$ cat config.mk
export PLATFORM = sky130hd
export DESIGN_NAME = dpu_pad_loader
export DESIGN_NICKNAME = d
export VERILOG_FILES = /design/src/rtl/dpu_pkg.sv /design/src/rtl/dpu_pad_coord_cnt.sv /design/src/rtl/dpu_pad_loader.sv
export SDC_FILE = /design/constraint.sdc
export NUM_CORES = 1
export LEC_CHECK = 0
export CAP_MARGIN = 20
export CORE_UTILIZATION = 50
export DETAILED_ROUTE_END_ITERATION = 12
export GPL_ROUTABILITY_DRIVEN = 0
export PLACE_DENSITY = 0.79
export SLEW_MARGIN = 20
export SYNTH_ARGS = -nofsm -noshare
export SYNTH_HDL_FRONTEND = slang
export SYNTH_SLANG_ARGS = --single-unit
$ cat constraint.sdc
create_clock -name clk -period 2.5 [get_ports clk]
set_input_delay 0.25 -clock clk [delete_from_list [all_inputs] [get_ports clk]]
set_output_delay 0.25 -clock clk [all_outputs]
set_load 0.01 [all_outputs]
$ cat src/rtl/dpu_pkg.sv
// Shared DPU definitions: command encoding used by the loader and the DPU top.
package dpu_pkg;

  typedef enum logic [1:0] {
    CMD_WRITE = 2'd0,
    CMD_RUN   = 2'd1,
    CMD_READ  = 2'd2
  } cmd_type_e;

endpackage

$ cat src/rtl/dpu_pad_coord_cnt.sv
// Channel/row/column walk over the padded image with a running linear address,
// plus border and last-position flags for the current coordinate.
module dpu_pad_coord_cnt #(
  parameter int PAD_H     = 418,
  parameter int PAD_W     = 418,
  parameter int NUM_IN_CH = 3,
  parameter int PAD_SIZE  = NUM_IN_CH * PAD_H * PAD_W,
  parameter int ADDR_BITS = 24
) (
  input  logic                 clk,
  input  logic                 rst_n,
  input  logic                 clr,
  input  logic                 adv,
  output logic [ADDR_BITS-1:0] addr,
  output logic                 border,
  output logic                 last
);
  import dpu_pkg::*;

  localparam int CW = (NUM_IN_CH > 1) ? $clog2(NUM_IN_CH) : 1;
  localparam int YW = $clog2(PAD_H);
  localparam int XW = $clog2(PAD_W);

  logic [CW-1:0] c_q;
  logic [YW-1:0] y_q;
  logic [XW-1:0] x_q;

  // Address is linear in (c, y, x) order, so a plain increment tracks it.
  always_ff @(posedge clk or negedge rst_n) begin
    if (!rst_n) begin
      c_q  <= '0;
      y_q  <= '0;
      x_q  <= '0;
      addr <= '0;
    end else if (clr) begin
      c_q  <= '0;
      y_q  <= '0;
      x_q  <= '0;
      addr <= '0;
    end else if (adv) begin
      addr <= addr + ADDR_BITS'(1);
      if (x_q == XW'(PAD_W - 1)) begin
        x_q <= '0;
        if (y_q == YW'(PAD_H - 1)) begin
          y_q <= '0;
          c_q <= c_q + CW'(1);
        end else begin
          y_q <= y_q + YW'(1);
        end
      end else begin
        x_q <= x_q + XW'(1);
      end
    end
  end

  assign border = (y_q == '0) || (y_q == YW'(PAD_H - 1)) ||
                  (x_q == '0) || (x_q == XW'(PAD_W - 1));
  assign last   = (addr == ADDR_BITS'(PAD_SIZE - 1));

endmodule

$ cat src/rtl/dpu_pad_loader.sv
// Streams an unpadded planar image into the DPU as byte-write commands,
// inserting a one-pixel zero border, optionally followed by a run command.
module dpu_pad_loader #(
  parameter int H_IN      = 416,
  parameter int W_IN      = 416,
  parameter int NUM_IN_CH = 3,
  parameter int ADDR_BITS = 24
) (
  input  logic                 clk,
  input  logic                 rst_n,
  input  logic                 start,
  input  logic                 run_after,
  input  logic                 s_valid,
  output logic                 s_ready,
  input  logic [7:0]           s_data,
  output logic                 cmd_valid,
  input  logic                 cmd_ready,
  output logic [1:0]           cmd_type,
  output logic [ADDR_BITS-1:0] cmd_addr,
  output logic [7:0]           cmd_data,
  output logic                 busy,
  output logic                 done
);
  import dpu_pkg::*;

  localparam int PAD_H    = H_IN + 2;
  localparam int PAD_W    = W_IN + 2;
  localparam int PAD_SIZE = NUM_IN_CH * PAD_H * PAD_W;

  typedef enum logic [2:0] {
    S_IDLE, S_FETCH, S_ISSUE, S_ADV, S_RUN, S_DONE
  } state_e;

  state_e                 state;
  logic                   run_after_q;
  logic [ADDR_BITS-1:0]   pos_addr;
  logic                   border;
  logic                   last;
  logic                   clr;
  logic                   adv;

  assign clr     = (state == S_IDLE) && start;
  assign adv     = (state == S_ADV) && !last;
  assign s_ready = (state == S_FETCH) && !border;

  dpu_pad_coord_cnt #(
    .PAD_H     (PAD_H),
    .PAD_W     (PAD_W),
    .NUM_IN_CH (NUM_IN_CH),
    .PAD_SIZE  (PAD_SIZE),
    .ADDR_BITS (ADDR_BITS)
  ) u_coord (
    .clk    (clk),
    .rst_n  (rst_n),
    .clr    (clr),
    .adv    (adv),
    .addr   (pos_addr),
    .border (border),
    .last   (last)
  );

  always_ff @(posedge clk or negedge rst_n) begin
    if (!rst_n) begin
      state       <= S_IDLE;
      run_after_q <= 1'b0;
      cmd_valid   <= 1'b0;
      cmd_type    <= CMD_WRITE;
      cmd_addr    <= '0;
      cmd_data    <= '0;
      busy        <= 1'b0;
      done        <= 1'b0;
    end else begin
      case (state)
        S_IDLE: begin
          done <= 1'b0;
          if (start) begin
            run_after_q <= run_after;
            busy        <= 1'b1;
            state       <= S_FETCH;
          end
        end
        S_FETCH: begin
          // Border pixels are synthesized; interior pixels wait for the stream.
          if (border || s_valid) begin
            cmd_data  <= border ? 8'h00 : s_data;
            cmd_addr  <= pos_addr;
            cmd_type  <= CMD_WRITE;
            cmd_valid <= 1'b1;
            state     <= S_ISSUE;
          end
        end
        S_ISSUE: begin
          if (cmd_ready) begin
            cmd_valid <= 1'b0;
            state     <= S_ADV;
          end
        end
        S_ADV: begin
          if (!last) begin
            state <= S_FETCH;
          end else if (run_after_q) begin
            cmd_type  <= CMD_RUN;
            cmd_addr  <= '0;
            cmd_data  <= '0;
            cmd_valid <= 1'b1;
            state     <= S_RUN;
          end else begin
            busy  <= 1'b0;
            done  <= 1'b1;
            state <= S_DONE;
          end
        end
        S_RUN: begin
          if (cmd_ready) begin
            cmd_valid <= 1'b0;
            busy      <= 1'b0;
            done      <= 1'b1;
            state     <= S_DONE;
          end
        end
        S_DONE: begin
          done  <= 1'b0;
          state <= S_IDLE;
        end
        default: state <= S_IDLE;
      endcase
    end
  end

endmodule

; After elaboration in Yosys (flattened, before gate mapping)
; Cells that the tools add are included.
[word_totals]
word_cells = 99
register_bits = 83
output_inout_bits = 38
inputBits = 14
[op_classes]
mux = 42
reduce_logical = 27
add_sub_neg = 3
n_eq_ne = 16
[op_table]
columns = op, n
row1 = $mux 24, 5
row2 = $mux 9, 7
row3 = $pmux 24 s2, 1
row4 = $mux 8, 4
row5 = $add 24x1->24 const B, 1
row6 = $eq 24x19->1 const B, 1
row7 = $add 9x1->9 const B, 2
row8 = $eq 9x9->1 const B, 2
row9 = $logic_not 9->1, 2
row10 = $pmux 8 s2, 1
row11 = $mux 3, 5
row12 = $pmux 3 s5, 1
row13 = $ne 2x2->1 const B, 6
row14 = $reduce_and 4->1, 3
row15 = $mux 1, 11
row16 = $reduce_and 5->1, 2
row17 = $pmux 1 s3, 3
row18 = $reduce_bool 3->1, 3
row19 = $eq 3x2->1 const B, 2
row20 = $eq 3x3->1 const B, 2
row21 = $mux 2, 3
row22 = $reduce_bool 2->1, 3
row23 = $logic_or 1x1->1, 4
row24 = $ne 2x1->1 const B, 2
row25 = 7 further kinds, 12

; Longest topological paths before layout
; Gate-level depths: netlist of run 1.
[logic_depth]
ltp_word = 7
mapped_depth = 9
mapped_depth_nobuf = 7

; Cells and area by module
; From an unflattened synthesis of run 1, not the netlist that was laid out.
[hier_totals]
hier_cells = 448
area_unflattened_um2 = 4231.6
[modules_own_cells]
columns = mod, cells_per_inst, area_each_um2, seq_area_each_um2, instances
row1 = dpu_pad_coord_cnt, 253, 2421.1, 1051.0, 1
row2 = dpu_pad_loader, 195, 1810.5, 1001.0, 1

; Least setup slack after synthesis of run 1
; Ideal clock, no wire load.
[synth_path]
kind = reg2reg
startpoint = register u_coord.addr[0]
endpoint = register cmd_data[3]
synth_period_minus_slack_ns = 2.153
path_buffers = 1
t_arrival_ns = 2.032
setup_ns = 0.121
required_ns = 2.379
setup_slack_ns = 0.347
path_stages_with_launch = 8
cell_sequence = dfrtp_1 ha_1 nor4bb_1 nand4_1 o31ai_4 o211ai_2 buf_2 a22o_1
[synth_between]
elab_chain_len = 3
[synth_lines]
columns = item, line_no
row1 = start: declaration, dpu_pad_coord_cnt.sv:14  ; output logic [ADDR_BITS-1:0] addr,
row2 = start signal: assignment, dpu_pad_coord_cnt.sv:41  ; addr <= addr + ADDR_BITS'(1);
row3 = $eq 24x19->1, dpu_pad_coord_cnt.sv:58  ; assign last = (addr == ADDR_BITS'(PAD_SIZE - 1));
row4 = $ne 2x2->1 (no line), -
row5 = $reduce_and 4->1 (no line), -
row6 = end signal: assignment, dpu_pad_loader.sv:85  ; cmd_data <= border ? 8'h00 : s_data;
row7 = end: declaration, dpu_pad_loader.sv:20  ; output logic [7:0] cmd_data,
; Every way passes these cells.
; A chain may end at the register's enable or synchronous reset.

; Worst setup path after layout of run 1
[layout_path]
startpoint = register u_coord.addr[0]
endpoint = register cmd_addr[10]
[layout_between]
elab_chain_len = 3
[layout_lines]
columns = item, line_no
row1 = $eq 24x19->1, dpu_pad_coord_cnt.sv:58
row2 = $ne 2x2->1 (no line), -
row3 = $reduce_and 4->1 (no line), -
row4 = end signal: assignment, dpu_pad_loader.sv:86  ; cmd_addr <= pos_addr;
row5 = end: declaration, dpu_pad_loader.sv:19  ; output logic [ADDR_BITS-1:0] cmd_addr,
; Every way passes these cells.

==> reports/summary.txt, run 1 <==
run status: finished, final reports clean
vias per cell: 6.16
Worst Skew: 0.0176 ns
register bit total from synthesis: 82
initial antenna violation count: 0
nets: 478
sw frac: 36.2%
TritonCTS clock tree: done
area delta synth->final: 22.8%
ys flop type: dfrtp_1
r2r endpoint: cmd_addr[10]$_DFFE_PN0P_
IR drop worst, VDD: 0.000314 V
P_int: 0.00218 W
Die Span Y: 91.8 um
total core area: 0.00777 mm^2
final hold violations: 0
CTS Root Cell: clkbuf_8
reg2reg path depth: 8
Max-slew headroom: 57.2%
Rows: 32
Area contributors post-synth: dfrtp_1 51%, a22o_1 6.9%, nand2_1 3.0%
post-synthesis net count: 412
sw power: 0.00124 W
Gate power share: 28.1%
first-pass GRT wire length: 16600 um
post-synth cell types: 57
CP Launch Type: flip-flop
GR Overflow Total: 0
setup TNS: 0 ns
Routed WL per cell: 16.9 um
syn_area_per_cell: 10.3 um^2
dpl hpwl: 6650 um
Slew @ Worst Pin: 0.642 ns
Design Area, Final: 0.00495 mm^2
share of layout cells above drive strength 1: 12.3%
most frequent cells in the layout: 81 x dfrtp_1, 48 x clkdlybuf4s50_1, 32 x nand2_1, 32 x a22o_1, 26 x buf_4
number of CTS-inserted buffers: 9
detailed-route DRC error count: 0
sequential area share after synthesis: 50.9%
Worst R2R Setup Slack: 0.21 ns
WS Path Type: flip-flop to flip-flop
leading area contributor after synthesis: dfrtp_1
Synth Warn #: 0
sequential power share: 45.1%
Initial Utilization: 51.9%
critical path required time: 2.75 ns
number of max-cap violations: 0
EDFF count, synth: 0
Clock Power Share: 26.8%
CP arrival: 2.54 ns
DRT Pass-1 Iters: 5
placed cell count: 544
HP Class: primary input to asynchronous set/reset pin
LEAKAGE: 2.17 nW
Sink Count: 82
worst-path fanout max: 24
ANT nets after route: 0
Die Width: 91.8 um
ANT cells: 0
IO Port Bufs: 50
Max Clk Rate: 436 MHz
Tmin final: 2.29 ns
Ports: 52
Worst Setup End Kind: flip-flop
Worst-path clk slew: 0.10 ns
Post-Synthesis Cell Area: 0.00404 mm^2
clk buf depth: 2
vias: 3477
Period Utilization, post-route: 91.7%
top cell type's share of synthesized area: 50.9%
Non-Filler Instances: 564
Max H-tree Level: 3
commonest non-fill, non-tap cell in the layout: dfrtp_1
Total Wirelength: 9550 um
1st-iter DRT viols: 288
asr flop ratio synth: 100%
power consumption: 0.00342 W
DP Area: 0.00472 mm^2
vias in the first global route: 3430
later-pin clock latency in the skew report: 0.36 ns
Max Slew Vio Count: 0
Power Dens Cells: 690 mW/mm^2
RR Startpoint: u_coord.addr[0]$_DFFE_PN0P_
total track usage: 24.8%
largest net degree at the start of global routing: 48
final setup vio count: 0
synthesized netlist cell count: 391
Die Area: 0.00843 mm^2
unrepaired setup endpoints after global routing: no
## power by group through the flow
stage / Clock [W] / Sequential, W / Combinational, W
after detailed placement: 0 / 0.00156 / 0.000956
final: 0.000916 / 0.00154 / 0.000962
after CTS: 0.000916 / 0.00154 / 0.000963
after global routing: 0.000990 / 0.00156 / 0.00107
after global placement: 0 / 0.00155 / 0.000928
after floorplan: 0 / 0.00154 / 0.000602
## kinds of logic after synthesis
kind of cell	Yosys count	share of synthesized area, %
AOI/OAI and AO/OA	104	19.3
xor gates and xnor gates	15	3.26
adders and majority gates	7	2.17
buffers and inverters	35	3.91
DFF	82	50.9
muxes	1	0.248
other	1	0.0929
and+or+nand+nor	146	20.2
## critical path: stages, from the launching register on
cell and delay (ns):
dfrtp_1 0.43, ha_1 0.24, nor4bb_2 0.38, nand4_1 0.18, buf_4 0.20, o31ai_4 0.18
o211ai_2 0.13, buf_4 0.23, a22o_1 0.21
## area by class of cell
cell class / count / area (um^2)
inverters: 14 / 52.6
clock buffers: 10 / 138
fillers: 611 / 2810
multi-input cells: 274 / 1840
clock inverters: 6 / 47.5
well taps: 102 / 128
repair buffers: 76 / 698
flip-flops and latches: 82 / 2050
## layer usage
metal	wire length (um)	GRT usage, %	vias up
met1	4270	34.2	1733
met5	0	0	-
met4	138	9.24	0
met2	4590	38.3	136
li1	-	-	1594
met3	552	5.56	14
## synthesized netlist by cell type (5+ instances only)
library cell,number
xor2_1,9
or4_1,7
a31oi_1,6
nand2_1,32
inv_1,14
a21oi_1,17
nand3_1,16
or3_1,5
o31ai_1,6
nand4_1,5
a22o_1,32
o21ai_0,17
ha_1,7
nor2_1,25
nand4b_1,5
buf_2,9
o211ai_1,6
xnor2_1,6
clkbuf_1,7
and3_1,9
dfrtp_1,82
nor3_1,11
## worst max path at each step
stage	end	startpoint	slack, ns	cells past startpoint
detailed placement	u_coord.y_q[2]$_DFFE_PN0P_	u_coord.addr[0]$_DFFE_PN0P_	0.05	6
global placement	u_coord.y_q[2]$_DFFE_PN0P_	u_coord.addr[0]$_DFFE_PN0P_	0.1	6
CTS	u_coord.y_q[2]$_DFFE_PN0P_	u_coord.addr[0]$_DFFE_PN0P_	0.02	6
floorplan	cmd_data[3]$_DFFE_PN0P_	u_coord.addr[0]$_DFFE_PN0P_	0.35	7
finish	cmd_addr[10]$_DFFE_PN0P_	u_coord.addr[0]$_DFFE_PN0P_	0.21	8
global route	cmd_addr[19]$_DFFE_PN0P_	u_coord.addr[0]$_DFFE_PN0P_	0.01	8
## registers in the layout (all words and copies together) (netlist names)
name and flops:
cmd_addr 24, u_coord.addr 24, u_coord.x_q 9, u_coord.y_q 9, cmd_data 8, state 3
busy 1, cmd_type 1, cmd_valid 1, done 1, run_after_q 1
## stage by stage
stage	hold WS, ns	util, %	setup WS [ns]
5_1_grt	0.476	63.8	0.0100
3_3_place_gp	0.279	60.8	0.0972
2_1_floorplan	-0.0456	-	0.347
3_5_place_dp	0.285	60.8	0.0453
6_report	0.420	63.8	0.207
4_1_cts	0.446	63.3	0.0164
## timing repair
action                                 4_1_cts  5_1_grt
hold buffers                                 1        0
setup endpoints to repair                    1       55
gates resized for setup                      3        4
endpoints found under the hold margin       45        0
pin swaps                                    0        2
buffers inserted                             0        3
Note: power is estimated with default switching activity, not from simulation.
==> run 2, diff against run 1 <==
--- a/config.mk
+++ b/config.mk
@@ -6,7 +6,9 @@
 export NUM_CORES = 1
 export LEC_CHECK = 0
 export CAP_MARGIN = 20
+export CORE_MARGIN = 4
 export CORE_UTILIZATION = 50
+export CTS_CLUSTER_SIZE = 25
 export DETAILED_ROUTE_END_ITERATION = 12
 export GPL_ROUTABILITY_DRIVEN = 0
 export PLACE_DENSITY = 0.79
==> run 2 against run 1 <==
  * Global-route usage down 4.4 points
  * Combinational power grew 2.3%
  * Sequential share of layout area increased by 0.32 points
  * Register-to-register slack improved by 0.04 ns
  * Largest power group unchanged
  * Highest routed layer unchanged
==> reports/summary.txt, run 2 (synthesis gave the netlist of run 1 again) <==
Total Wirelength: 9600 um (was 9550 um)
postcts setup bufs: 0 (unchanged)
Worst Skew: 0.0114 ns (was 0.0176 ns)
unrepaired setup endpoints after global routing: no (unchanged)
vias per cell: 6.16 (about the same)
Initial Utilization: 51.9% (unchanged)
Die Width: 97.8 um (was 91.8 um)
run status: finished, final reports clean (unchanged)
final hold violations: 0 (unchanged)
largest net degree at the start of global routing: 83 (was 48)
Slew @ Worst Pin: 0.726 ns (was 0.642 ns)
later-pin clock latency in the skew report: 0.36 ns (about the same)
Sink Count: 82 (unchanged)
Max Clk Rate: 443 MHz (was 436 MHz)
Tmin final: 2.26 ns (was 2.29 ns)
setup TNS: 0 ns (unchanged)
area delta synth->final: 21.8% (was 22.8%)
ANT nets after route: 0 (unchanged)
IO Port Bufs: 50 (unchanged)
Max Slew Vio Count: 0 (unchanged)
CTS Root Cell: clkbuf_8 (unchanged)
number of CTS-inserted buffers: 9 (unchanged)
critical path required time: 2.73 ns (was 2.75 ns)
Period Utilization, post-route: 90.3% (was 91.7%)
GR Layer Usage met2: 31.5% (was 38.3%)
biggest regs: cmd_addr (24), u_coord.addr (24) (unchanged)
vias in the first global route: 3221 (was 3430)
DRT Pass-1 Iters: 5 (unchanged)
Max-slew headroom: 51.6% (was 57.2%)
initial antenna violation count: 0 (unchanged)
Worst R2R Setup Slack: 0.24 ns (was 0.21 ns)
share of layout cells above drive strength 1: 10.5% (was 12.3%)
Ports: 52 (unchanged)
worst-path fanout max: 8 (was 24)
Max H-tree Level: 3 (unchanged)
GR Overflow Total: 0 (unchanged)
total core area: 0.00777 mm^2 (unchanged)
nets: 472 (was 478)
r2r endpoint: u_coord.addr[2]$_DFFE_PN0P_ (was cmd_addr[10]$_DFFE_PN0P_)
total track usage: 20.4% (was 24.8%)
ANT cells: 0 (unchanged)
RR Startpoint: u_coord.addr[0]$_DFFE_PN0P_ (unchanged)
TritonCTS clock tree: done (unchanged)
most frequent cells in the layout: 81 x dfrtp_1, 48 x clkdlybuf4s50_1, 32 x nand2_1, 32 x a22o_1, 25 x nor2_1 (was 81 x dfrtp_1, 48 x clkdlybuf4s50_1, 32 x nand2_1, 32 x a22o_1, 26 x buf_4)
post-layout util: 63.3% (was 63.8%)
hold endpoint: run_after_q$_DFFE_PN0P_
dpl hpwl: 6510 um (was 6650 um)
detailed-route DRC error count: 0 (unchanged)
WHS Path Cells: 3
final setup vio count: 0 (unchanged)
Worst Setup End Kind: flip-flop (unchanged)
Worst-path clk slew: 0.09 ns (was 0.10 ns)
IR drop worst, VDD: 0.000301 V (was 0.000314 V)
reg2reg path depth: 7 (was 8)
Rows: 32 (unchanged)
HP Class: primary input to flip-flop (was primary input to asynchronous set/reset pin)
1st-iter DRT viols: 308 (was 288)
Most Crowded Layer GR: met2 (unchanged)
CP Launch Type: flip-flop (unchanged)
Power Dens Cells: 700 mW/mm^2 (was 690 mW/mm^2)
WS Path Type: flip-flop to flip-flop (unchanged)
commonest non-fill, non-tap cell in the layout: dfrtp_1 (unchanged)
GR met3 Demand/Resource: 3.79% (was 5.56%)
Non-Filler Instances: 558 (was 564)
vias: 3438 (was 3477)
Routed WL per cell: 17.2 um (was 16.9 um)
clk buf depth: 2 (unchanged)
first-pass GRT wire length: 16100 um (was 16600 um)
LEAKAGE: 2.15 nW (was 2.17 nW)
grt met1 use: 28.7% (was 34.2%)
CP arrival: 2.48 ns (was 2.54 ns)
placed cell count: 541 (was 544)
number of max-cap violations: 0 (unchanged)
Die Area: 0.00957 mm^2 (was 0.00843 mm^2)
hold_sp: run_after
Die Span Y: 97.8 um (was 91.8 um)
[run 2: where the power goes]
part           internal [W]  switching [W]
combinational      0.000360       0.000624
sequential          0.00143       0.000116
clock              0.000400       0.000514
[run 2: metrics by stage]
stage	area [um^2]	hold WS, ns	setup slack (ns)	power (W)
after CTS	4900	0.0868	0.00378	0.00346
after global routing	4920	0.470	0.0398	0.00362
after global placement	4710	0.484	0.301	0.00250
after detailed placement	4710	0.482	0.246	0.00254
after floorplan	4040	-0.0456	0.347	0.00215
final	4920	0.445	0.244	0.00344
[run 2: metal layers]
| layer | routed length [um] | share of wire, % |
|---|---|---|
| met2 | 4560 | 47 |
| met4 | 112 | 1.2 |
| met1 | 4370 | 45 |
| met3 | 562 | 5.9 |
| met5 | 0 | 0 |
[run 2: worst max-delay path, stage by stage, from the launching register on]
cell      delay [ns]
dfrtp_1         0.43
ha_1            0.26
nor4bb_1        0.16
and4_1          0.22
a21oi_1         0.59
buf_4           0.27
nand2_1         0.07
mux2i_1         0.13
[run 2: what timing repair did]
action	in CTS	in global routing
hold endpoints to repair	0	18
setup endpoints to repair	1	1
hold buffers	0	1
resized for setup	2	2
[run 2: worst max-delay path by stage]
stage	cells after the start	slack (ns)	to	from
final	7	0.24	u_coord.addr[2]$_DFFE_PN0P_	u_coord.addr[0]$_DFFE_PN0P_
after CTS	7	0.004	s_ready	u_coord.x_q[0]$_DFFE_PN0P_
after floorplan	7	0.35	cmd_data[3]$_DFFE_PN0P_	u_coord.addr[0]$_DFFE_PN0P_
after global routing	6	0.04	u_coord.x_q[7]$_DFFE_PN0P_	u_coord.addr[0]$_DFFE_PN0P_
after global placement	7	0.30	cmd_addr[14]$_DFFE_PN0P_	u_coord.x_q[0]$_DFFE_PN0P_
after detailed placement	8	0.25	cmd_addr[11]$_DFFE_PN0P_	u_coord.x_q[0]$_DFFE_PN0P_
[run 2: final cells by class]
class / count / area (um^2)
fillers: 625 / 2850
flip-flops and latches: 82 / 2050
multi-input cells: 274 / 1830
repair buffers: 70 / 669
clock buffers: 10 / 138
well taps: 102 / 128
inverters: 14 / 52.6
clock inverters: 6 / 50.0
